## config.mk

```make
export PLATFORM = sky130hd
export DESIGN_NAME = adc_frame_serializer
export DESIGN_NICKNAME = d
export VERILOG_FILES = /design/src/rtl/adc_frame_serializer.sv
export SDC_FILE = /design/constraint.sdc
export NUM_CORES = 1
export LEC_CHECK = 0
export ABC_AREA = 1
export CAP_MARGIN = 20
export CORE_MARGIN = 2
export CORE_UTILIZATION = 45
export DETAILED_ROUTE_END_ITERATION = 8
export PLACE_DENSITY = 0.83
export SYNTH_ARGS = -nofsm -noshare
export SYNTH_HDL_FRONTEND = slang
export SYNTH_SLANG_ARGS = --single-unit
```

## constraint.sdc

```tcl
create_clock -name clk -period 6.6 [get_ports clk]
set_input_delay 0.66 -clock clk [delete_from_list [all_inputs] [get_ports clk]]
set_output_delay 0.66 -clock clk [all_outputs]
set_load 0.1 [all_outputs]
```

## src/rtl/adc_frame_serializer.sv

```systemverilog
// Snapshots NUM_CH parallel ADC samples on start and streams them LSB-first,
// channel 0 first, on s_data, qualified by the active-low data_valid.
//
// state | meaning
// IDLE  | waiting for start, data_valid high
// SHIFT | presenting one snapshot bit per cycle, data_valid low
// GAP   | data_valid held high GAP_CYCLES cycles before returning to IDLE
module adc_frame_serializer #(
    parameter int NUM_CH     = 32,
    parameter int BITS_ADC   = 12,
    parameter int GAP_CYCLES = 2
) (
    input  logic                       clk,
    input  logic                       rst_n,
    input  logic                       start,
    input  logic [NUM_CH*BITS_ADC-1:0] ch_data,
    output logic                       s_data,
    output logic                       data_valid,
    output logic                       busy,
    output logic                       done,
    output logic [15:0]                frame_cnt
);
    localparam int FRAME_BITS = NUM_CH * BITS_ADC;
    localparam int BIT_W      = (BITS_ADC > 1) ? $clog2(BITS_ADC) : 1;
    localparam int CH_W       = (NUM_CH > 1) ? $clog2(NUM_CH) : 1;
    localparam int IDX_W      = (FRAME_BITS > 1) ? $clog2(FRAME_BITS) : 1;
    localparam int GAP_W      = (GAP_CYCLES > 1) ? $clog2(GAP_CYCLES) : 1;

    localparam logic [BIT_W-1:0] BIT_LAST = BIT_W'(BITS_ADC - 1);
    localparam logic [CH_W-1:0]  CH_LAST  = CH_W'(NUM_CH - 1);
    localparam logic [GAP_W-1:0] GAP_LOAD = GAP_W'(GAP_CYCLES - 1);

    typedef enum logic [1:0] {
        IDLE,
        SHIFT,
        GAP
    } state_t;

    state_t                state_q, state_nxt;
    logic [FRAME_BITS-1:0] snap_q, snap_nxt;
    logic [BIT_W-1:0]      bit_q, bit_nxt;
    logic [CH_W-1:0]       ch_q, ch_nxt;
    logic [GAP_W-1:0]      gap_q, gap_nxt;
    logic [15:0]           frame_cnt_q, frame_cnt_nxt;
    logic                  s_data_q, s_data_nxt;
    logic                  dv_q, dv_nxt;
    logic                  busy_q, busy_nxt;
    logic                  done_q, done_nxt;
    logic [IDX_W-1:0]      idx;

    always_ff @(posedge clk or negedge rst_n) begin
        if (!rst_n) begin
            state_q     <= IDLE;
            snap_q      <= '0;
            bit_q       <= '0;
            ch_q        <= '0;
            gap_q       <= '0;
            frame_cnt_q <= '0;
            s_data_q    <= 1'b0;
            dv_q        <= 1'b1;
            busy_q      <= 1'b0;
            done_q      <= 1'b0;
        end else begin
            state_q     <= state_nxt;
            snap_q      <= snap_nxt;
            bit_q       <= bit_nxt;
            ch_q        <= ch_nxt;
            gap_q       <= gap_nxt;
            frame_cnt_q <= frame_cnt_nxt;
            s_data_q    <= s_data_nxt;
            dv_q        <= dv_nxt;
            busy_q      <= busy_nxt;
            done_q      <= done_nxt;
        end
    end

    // bit_q/ch_q always name the bit currently on s_data.
    always_comb begin
        state_nxt     = state_q;
        snap_nxt      = snap_q;
        bit_nxt       = bit_q;
        ch_nxt        = ch_q;
        gap_nxt       = gap_q;
        frame_cnt_nxt = frame_cnt_q;
        s_data_nxt    = 1'b0;
        dv_nxt        = 1'b1;
        done_nxt      = 1'b0;
        idx           = '0;
        case (state_q)
            IDLE: begin
                if (start) begin
                    state_nxt  = SHIFT;
                    snap_nxt   = ch_data;
                    bit_nxt    = '0;
                    ch_nxt     = '0;
                    s_data_nxt = ch_data[0];
                    dv_nxt     = 1'b0;
                end
            end
            SHIFT: begin
                if (bit_q == BIT_LAST && ch_q == CH_LAST) begin
                    state_nxt     = GAP;
                    done_nxt      = 1'b1;
                    frame_cnt_nxt = frame_cnt_q + 16'd1;
                    gap_nxt       = GAP_LOAD;
                    bit_nxt       = '0;
                    ch_nxt        = '0;
                end else begin
                    if (bit_q == BIT_LAST) begin
                        bit_nxt = '0;
                        ch_nxt  = ch_q + 1'b1;
                    end else begin
                        bit_nxt = bit_q + 1'b1;
                    end
                    idx        = IDX_W'(ch_nxt) * IDX_W'(BITS_ADC) + IDX_W'(bit_nxt);
                    s_data_nxt = snap_q[idx];
                    dv_nxt     = 1'b0;
                end
            end
            GAP: begin
                if (gap_q == '0) begin
                    state_nxt = IDLE;
                end else begin
                    gap_nxt = gap_q - 1'b1;
                end
            end
            default: state_nxt = IDLE;
        endcase
        busy_nxt = (state_nxt != IDLE);
    end

    assign s_data     = s_data_q;
    assign data_valid = dv_q;
    assign busy       = busy_q;
    assign done       = done_q;
    assign frame_cnt  = frame_cnt_q;

endmodule

```

* Word level (Yosys, flattened, before mapping)
Index checks and enable logic that the tools add are counted.
W data, S select, Z words.
** Storage, ports and cells
- Flip-flop bits (word level) :: 416
- Bits of input ports :: 387
- Memory bits (writable) :: 0
- Latch bits :: 0
- Word-level logic and storage cells :: 60
- Output and inout port bits :: 20
- Memories kept :: 0
- ROM bits :: 0
** Operators by class
- Shifts and indexed selects :: 0
- Bitwise gates (word level) :: 0
- Add/subtract/negate cells :: 5
- Divide/modulo/power cells :: 0
- Mux-type cells :: 28
- $lt $le $gt $ge :: 1
- Equality and inequality tests :: 6
- Multipliers :: 1
- Reduce and logical (&&, ||, !) cells :: 9
** Operator list (count)
- $mux W5 :: 5
- $mux W4 :: 5
- $add A16 B1 Y16 const B :: 1
- $lt A9 B10 Y1 const B :: 1
- $pmux W5 S2 :: 1
- $add A9 B4 Y9 :: 1
- $bmux W1 S9 :: 1
- $mux W1 :: 8
- $pmux W4 S2 :: 1
- $reduce_and A2 Y1 :: 4
- $mul A5 B2 Y7 const B :: 1
- $mux W2 :: 3
- $pmux W1 S2 :: 3
- $pmux W2 S3 :: 1
- $reduce_bool A2 Y1 :: 3
- $add A5 B1 Y5 const B :: 1
- $eq A5 B5 Y1 const B :: 1
- $add A4 B1 Y4 const B :: 1
- $eq A4 B4 Y1 const B :: 1
- $ne A2 B2 Y1 const B :: 2
- $eq A2 B1 Y1 const B :: 1
- $eq A2 B2 Y1 const B :: 1
- $logic_not A2 Y1 :: 1
- $logic_and A1 B1 Y1 :: 1
- $sub A1 B1 Y1 const B :: 1

* Depth between registers and ports, before layout
Gate-level depths: netlist of the first run.
- Depth after elaboration :: 10
- Mapped depth :: 24
- Depth with buffers taken out :: 24

* Least setup slack after synthesis of the first run
No wires, ideal clock.
- Path kind :: reg2reg
- Start point :: register bit_q[0]
- End point :: register s_data_q, in the netlist s_data
- Stages on the path, launching flop included :: 24
- Data required time :: 6483 ps
- Path buffers :: 5
- Path slack :: 3231 ps
- Clock period less this slack :: 3369 ps
- Library setup time :: 117 ps
- Data arrival time :: 3252 ps
- Cells stage by stage :: dfrtp_1 ha_1 nand3_4 buf_6 buf_4 buf_4 nand2_1 nand2_1 inv_1 ha_1 inv_1 fa_1 clkbuf_1 inv_1 buf_1 nand3_1 nand3_1 nand3_1 nand3_1 nand3_1 nand2_1 nand2_1 nand2_1 nand2_1
** On the way
- Cells in the longest elaborated chain, start to end :: 10
** RTL lines
- start, declared :: line 41 : logic [BIT_W-1:0] bit_q, bit_nxt;
- start signal, assigned :: line 66 : bit_q <= bit_nxt;
- $eq A4 B4 Y1 :: line 101, 109
- $mux W5 :: line 109 : if (bit_q == BIT_LAST) begin
- $mux W5 :: line 101 : if (bit_q == BIT_LAST && ch_q == CH_LAST) begin
- $mux W5 :: line 89 : case (state_q)
- $mul A5 B2 Y7 :: line 115 : idx = IDX_W'(ch_nxt) * IDX_W'(BITS_ADC) + IDX_W'(bit_nxt);
- $add A9 B4 Y9 :: line 115
- $bmux W1 S9 :: line 116 : s_data_nxt = snap_q[idx];
- $mux W1 (implied by the code) :: line 116
- $mux W1 * :: line 101
- $pmux W1 S2 * :: line 89
- via s_data_nxt :: line 45 : logic s_data_q, s_data_nxt;
- end signal, assigned :: line 70 : s_data_q <= s_data_nxt;
- end, declared :: line 45
Mark *: on every way through the listed nets, which the timed path passes. The rest lies on a longest branch. The select of a mux whose other input is x is not followed.
A chain may end at the register's enable or synchronous reset.

* Worst setup path in the final report of the first run
Ends and elaborated chain as after synthesis.

==> results of run 1 <==
power groups by stage:
stage	clock network, mW	logic (mW)	registers (mW)
3_3_place_gp	0	6.08	3.81
4_1_cts	2.67	6.19	3.80
3_5_place_dp	0	6.15	3.83
2_1_floorplan	0	4.08	3.74
6_report	2.63	6.16	3.81
5_1_grt	2.78	6.82	3.90
Yosys cell counts:
cell type / n / area (um2)
nand4_4: 1 / 21.3
buf_2: 27 / 135
nor4b_2: 1 / 15.0
xnor2_1: 5 / 43.8
ha_1: 11 / 138
a31oi_1: 1 / 6.26
clkinv_1: 1 / 3.75
nand4_1: 3 / 18.8
dfstp_2: 1 / 26.3
xor2_1: 12 / 105
o22ai_1: 7 / 43.8
a21oi_1: 5 / 25.0
nor2_8: 1 / 20.0
nand2_4: 1 / 11.3
a22oi_1: 1 / 7.51
o21ai_0: 2 / 10.0
fa_1: 1 / 20.0
buf_6: 1 / 11.3
inv_1: 49 / 184
nand2_1: 1507 / 5660
nand3_4: 1 / 17.5
clkbuf_1: 110 / 413
nor2_1: 7 / 26.3
dfrtp_1: 415 / 10400
nand2_2: 5 / 31.3
inv_2: 6 / 22.5
nor3_1: 3 / 15.0
nor3_4: 1 / 16.3
o21ai_1: 1 / 5.00
nand4_2: 1 / 12.5
nand3_2: 1 / 10.0
buf_1: 28 / 105
nand3_1: 483 / 2420
buf_4: 8 / 60.1
nor2_2: 2 / 12.5
nand3b_1: 1 / 7.51
kinds of logic (layout without fill, tap and decap cells):
group	count (synthesis)	count (layout)	synth area share (%)
and+or+nand+nor	2019	2019	41.4
adders and majority gates	12	12	0.786
buffers and inverters	230	558	4.66
xor gates and xnor gates	17	17	0.742
DFF	416	416	51.9
AOI/OAI and AO/OA	17	17	0.487
other	0	2	0
metrics by stage:
| step | instance area (um2) | hold WS (ps) | setup slack [ps] |
|---|---|---|---|
| floorplan | 20100 | 364 | 3230 |
| global placement | 24400 | 461 | 2490 |
| detailed placement | 24400 | 465 | 2370 |
| CTS | 25900 | 118 | 2360 |
| global route | 25900 | 151 | 1970 |
| finish | 25900 | 86.7 | 2390 |
metal layers:
layer	up-vias	global-route usage (%)	share of wire, %
met5	-	0	0
met3	170	3.75	6.5
met2	798	44.6	47
li1	9131	-	-
met4	0	14.4	5.1
met1	8945	36.9	42
area by class of cell:
cell class	instances	area [um2]	share of cell area (%)
diodes	2	5.00	0.0193
clock buffers	66	1340	5.15
clock inverters	13	195	0.753
inverters	56	225	0.869
multi-input cells	2065	8760	33.8
flip-flops and latches	416	10400	40.2
well taps	592	741	2.86
repair buffers	423	4260	16.4
flip-flops by register name (all words and copies together) (netlist names):
name / count
snap_q: 384
frame_cnt: 16
ch_q: 5
bit_q: 4
state_q: 2
busy: 1
data_valid: 1
done: 1
gap_q: 1
s_data: 1
worst max path at each step:
stage	slack, ps	endpoint	depth (start not counted)
detailed placement	2370	s_data	22
global route	1970	s_data	22
floorplan	3230	s_data	23
CTS	2360	s_data	22
finish	2390	s_data	22
global placement	2490	s_data	22
worst max-delay path: stages (launching register included):
cell and delay, ps:
dfrtp_1 440, ha_4 210, nand3_4 270, buf_4 710
nand2_2 120, nand2_1 150, nand2_1 80, nand2_1 60
inv_1 40, ha_1 270, inv_1 60, nor2_1 120
inv_1 60, nand2_1 400, inv_1 370, nand3_1 180
nand3_1 90, nand3_1 100, nand3_1 100, nand2_1 100
nand2_1 50, nand2_1 60, nand2_1 40
==> impl_metrics.ini, run 1 <==
[logic_synthesis]
synthDistinctLibCells = 36
synth_seq_area_share_pct = 51.9
synth_area_um2 = 20100
ys_seq_elements = 416
synthCells = 2711
avgSynthCellArea_um2 = 7.40
synth_fp_nets = 3110
yosys_warnings = 0

[place]
numPortBuffers = 406
dp_hpwl_mm = 42.3
place_congestion = 0.858
post-place-cells = 3552

[worst_setup_path]
criticalPathCategory = reg2reg
rr_worst_depth = 22
cp.arrival_ps = 4680
crit_path_end_kind = flip-flop
startpoint_type = flip-flop
crit_path_max_fanout = 73
reg2reg_slack_ps = 2390
crit_start = bit_q[0]
reg2reg_from = bit_q[0]
required_ps = 7070
r2r-end = s_data

[final_layout]
syn_to_final_growth_pct = 29.3
final_common_cell = nand2_1
instances_no_fill = 3633
fillCellCount = 3966
mostFrequentLayoutCells = 1,507 x nand2_1, 482 x nand3_1, 415 x dfrtp_1, 405 x clkdlybuf4s50_1, 47 x inv_1
final_util_pct = 58.8
nets = 3405
drive_gt1_share_pct = 3.88

[floorplanning]
die_area_um2 = 46300
die_h_um = 215
die_width_um = 215
rows = 77
core_area_um2 = 44100
ios = 407
initial_core_util_pct = 45.5

[route]
vias = 19000
drcViolationCount = 0
vias_per_cell = 5.24
dr.pass1.iters = 7
totalWireLength_mm = 64.5
drtIter0Drc = 2035
detail_route.wl_per_cell_um = 17.8
drtAntennaViolNets = 0

[pwr]
seqPwrFrac_pct = 30.2
internal_power_mw = 6.93
switching_share_pct = 45.1
p_comb_share_pct = 48.9
peakVddDrop_uv = 392
switching_power_mw = 5.68
p_per_area_nw_per_um2 = 486
p_leak_nw = 13.0
total_power_mw = 12.6
clock_power_share_pct = 20.9

[timing]
slew_headroom_pct = 30.5
setup_violations = 0
grt_setup_unrepaired = false
finalCritPeriodShare_pct = 63.8
tns_ps = 0
clock_skew_ps = 19.4
min_period_ps = 4210
max_freq_ghz = 0.237
hold_viol = 0
worst_pin_slew_ps = 1040
slew_violations = 0

[global_route]
antenna_found_initial = 2
grt-ovfl-total = 0
grt_pass1_wl_mm = 102
grt_start_max_net_pins = 189
grt_util_all_layers_pct = 27.7
grt_pass1_vias = 18700

[min_path]
min-delay-path-class = in2async

[clock_tree]
cts-root-buf = clkbuf_16
post_cts_buffers = 0
clock-sinks = 416
clock_latency_ps = 580
clk_pin_slew_worst_paths_ps = 70
cts.repair.resized = 0
clock_path_buffers = 3
hold_buffers = 0
cts_buffers = 44
cts_tree = yes
ctsHtreeMaxLevel = 2

[job]
maxCapViolCount = 0

[outcome]
status = finished, final reports clean
Power figures use the tool's default switching activity.
==> run 2: changes to the inputs <==
--- a/config.mk
+++ b/config.mk
@@ -10,7 +10,7 @@
 export CORE_MARGIN = 2
 export CORE_UTILIZATION = 45
 export DETAILED_ROUTE_END_ITERATION = 8
-export PLACE_DENSITY = 0.83
+export PLACE_DENSITY = 0.86
 export SYNTH_ARGS = -nofsm -noshare
 export SYNTH_HDL_FRONTEND = slang
 export SYNTH_SLANG_ARGS = --single-unit
==> constraint.sdc (replaced) <==
create_clock -name clk -period 3.53 [get_ports clk]
set_input_delay 0.353 -clock clk [delete_from_list [all_inputs] [get_ports clk]]
set_output_delay 0.353 -clock clk [all_outputs]
set_load 0.1 [all_outputs]
==> run 2 against run 1 <==
Wire length rose by 1.5%. Power grew 94%. Sequential share of layout area is 0.72 points lower. First-iteration DRC count rose by 7.8%. Worst hold slack improved by 220 ps. Sequential power increased by 87%. Critical path type unchanged. Critical endpoint unchanged. Highest routed layer is now met5.
==> impl_metrics.ini, run 2 (synthesis gave the netlist of run 1 again) <==
[place]
post-place-cells = 3576
dp_hpwl_mm = 44.2
numPortBuffers = 406
dpl_cell_area_um2 = 24700
place_congestion = 0.863

[min_path]
hold_depth = 3
min-delay-path-class = in2reg
min_from = ch_data[53]
hold_end = snap_q[53]

[worst_setup_path]
crit_path_end_kind = flip-flop
criticalPathCategory = reg2reg
crit_path_max_fanout = 51
cp.arrival_ps = 3800
required_ps = 4030
reg2reg_slack_ps = 230
reg2reg_from = bit_q[0]
rr_worst_depth = 16
r2r-end = s_data
startpoint_type = flip-flop

[clock_tree]
ctsHtreeMaxLevel = 2
cts_buffers = 45
clock-sinks = 416
clock_latency_ps = 580
clk_pin_slew_worst_paths_ps = 60
cts_tree = yes
cts-root-buf = clkbuf_16
clock_path_buffers = 3

[global_route]
use_met3_pct = 4.56
grt-ovfl-total = 0
grt_pass1_vias = 18900
grt_util_all_layers_pct = 28.2
busiest_layer = met2
antenna_found_initial = 5
grt_util_met2_pct = 44.7
grt_util_met1_pct = 37.4
grt_pass1_wl_mm = 103
grt_start_max_net_pins = 196

[route]
totalWireLength_mm = 65.5
vias = 19400
detail_route.wl_per_cell_um = 17.9
drtIter0Drc = 2194
drcViolationCount = 0
drtAntennaViolNets = 0
vias_per_cell = 5.29
dr.pass1.iters = 6

[pwr]
clock_power_share_pct = 21.2
peakVddDrop_uv = 1100
seqPwrFrac_pct = 29.2
switching_power_mw = 10.8
p_leak_nw = 13.3
switching_share_pct = 44.1
p_per_area_nw_per_um2 = 928
internal_power_mw = 13.7
p_comb_share_pct = 49.7

[final_layout]
largest_register_ffs = 384
instances_no_fill = 3662
final_common_cell = nand2_1
mostFrequentLayoutCells = 1,507 x nand2_1, 482 x nand3_1, 415 x dfrtp_1, 405 x clkdlybuf4s50_1
drive_gt1_share_pct = 4.83
nets = 3431
syn_to_final_growth_pct = 31.6
fillCellCount = 3850
final_util_pct = 59.8
top_register = snap_q
final_area_um2 = 26400

[job]
maxCapViolCount = 0

[timing]
min_period_ps = 3300
slew_violations = 0
clock_skew_ps = 14.4
max_freq_ghz = 0.303
worst_pin_slew_ps = 1030
grt_setup_unrepaired = false
finalCritPeriodShare_pct = 93.5
slew_headroom_pct = 31.4
hold_viol = 0
tns_ps = 0
setup_violations = 0

[floorplanning]
ios = 407
die_area_um2 = 46300
die_h_um = 215
die_width_um = 215
core_area_um2 = 44100
initial_core_util_pct = 45.5
rows = 77

[outcome]
status = finished, final reports clean
run 2: cell types whose count changed in the layout (fill, tap and decap cells not counted):
| cell | before | now |
|---|---|---|
| clkbuf_1 | 8 | 4 |
| clkinvlp_4 | 2 | 1 |
| buf_4 | 12 | 22 |
| dlygate4sd3_1 | 0 | 1 |
| inv_6 | 0 | 3 |
| clkbuf_8 | 13 | 11 |
| diode_2 | 2 | 4 |
| clkbuf_16 | 45 | 47 |
| buf_12 | 5 | 19 |
| bufinv_16 | 5 | 7 |
| clkinv_4 | 0 | 2 |
run 2: layout make-up:
type	count	area (um2)	area share (%)
tap	592	741	2.81
antenna	4	10.0	0.0379
inverter	56	225	0.853
clock inverter	19	292	1.10
timing repair buffer	448	4620	17.5
multi-input combinational	2065	8760	33.2
clock buffer	62	1340	5.08
sequential	416	10400	39.4
run 2: worst max path at each step:
stage	from	endpoint	slack, ps	cells past startpoint
3_3_place_gp	bit_q[0]	s_data	400	16
6_report	bit_q[0]	s_data	230	16
5_1_grt	bit_q[0]	s_data	20	16
2_1_floorplan	bit_q[0]	s_data	160	23
4_1_cts	bit_q[0]	s_data	320	16
3_5_place_dp	bit_q[0]	s_data	340	16
run 2: what timing repair did:
item                      in CTS  in global routing
setup buffers                  0                  0
gates resized for setup        0                  0
hold endpoints to repair      90                  0
hold buffers                   1                  0
run 2: stage by stage:
step                hold slack, ps  worst slack, ps  total power [mW]
global placement               453              400              19.1
detailed placement             453              339              19.3
global route                   299             17.4              26.2
floorplan                     57.4              161              14.6
CTS                            278              317              24.6
finish                         302              230              24.5
run 2: routing by layer:
metal	wire length (um)	part of all wire, %
met2	30800	47
met4	3280	5.0
met1	27000	41
met5	11	0.017
met3	4470	6.8
run 2: critical path, stage by stage (launching register included):
cell     delay (ps)
dfrtp_1         430
ha_4            210
nand3_4         120
buf_4           280
buf_4           520
nand2_1         110
o21ai_1         150
ha_1            300
a21oi_1         200
nand3_1         110
nand2_2         120
nand3_1         100
xnor2_1         210
inv_1            60
a21oi_1         140
nand2_1          80
nand2_1          60
run 2: power by group through the flow:
stage | logic, mW | registers (mW) | clock network, mW
after floorplan | 7.63 | 6.99 | 0
after global placement | 12.0 | 7.12 | 0
after detailed placement | 12.1 | 7.16 | 0
after CTS | 12.2 | 7.11 | 5.26
after global routing | 13.5 | 7.29 | 5.44
final | 12.2 | 7.14 | 5.19
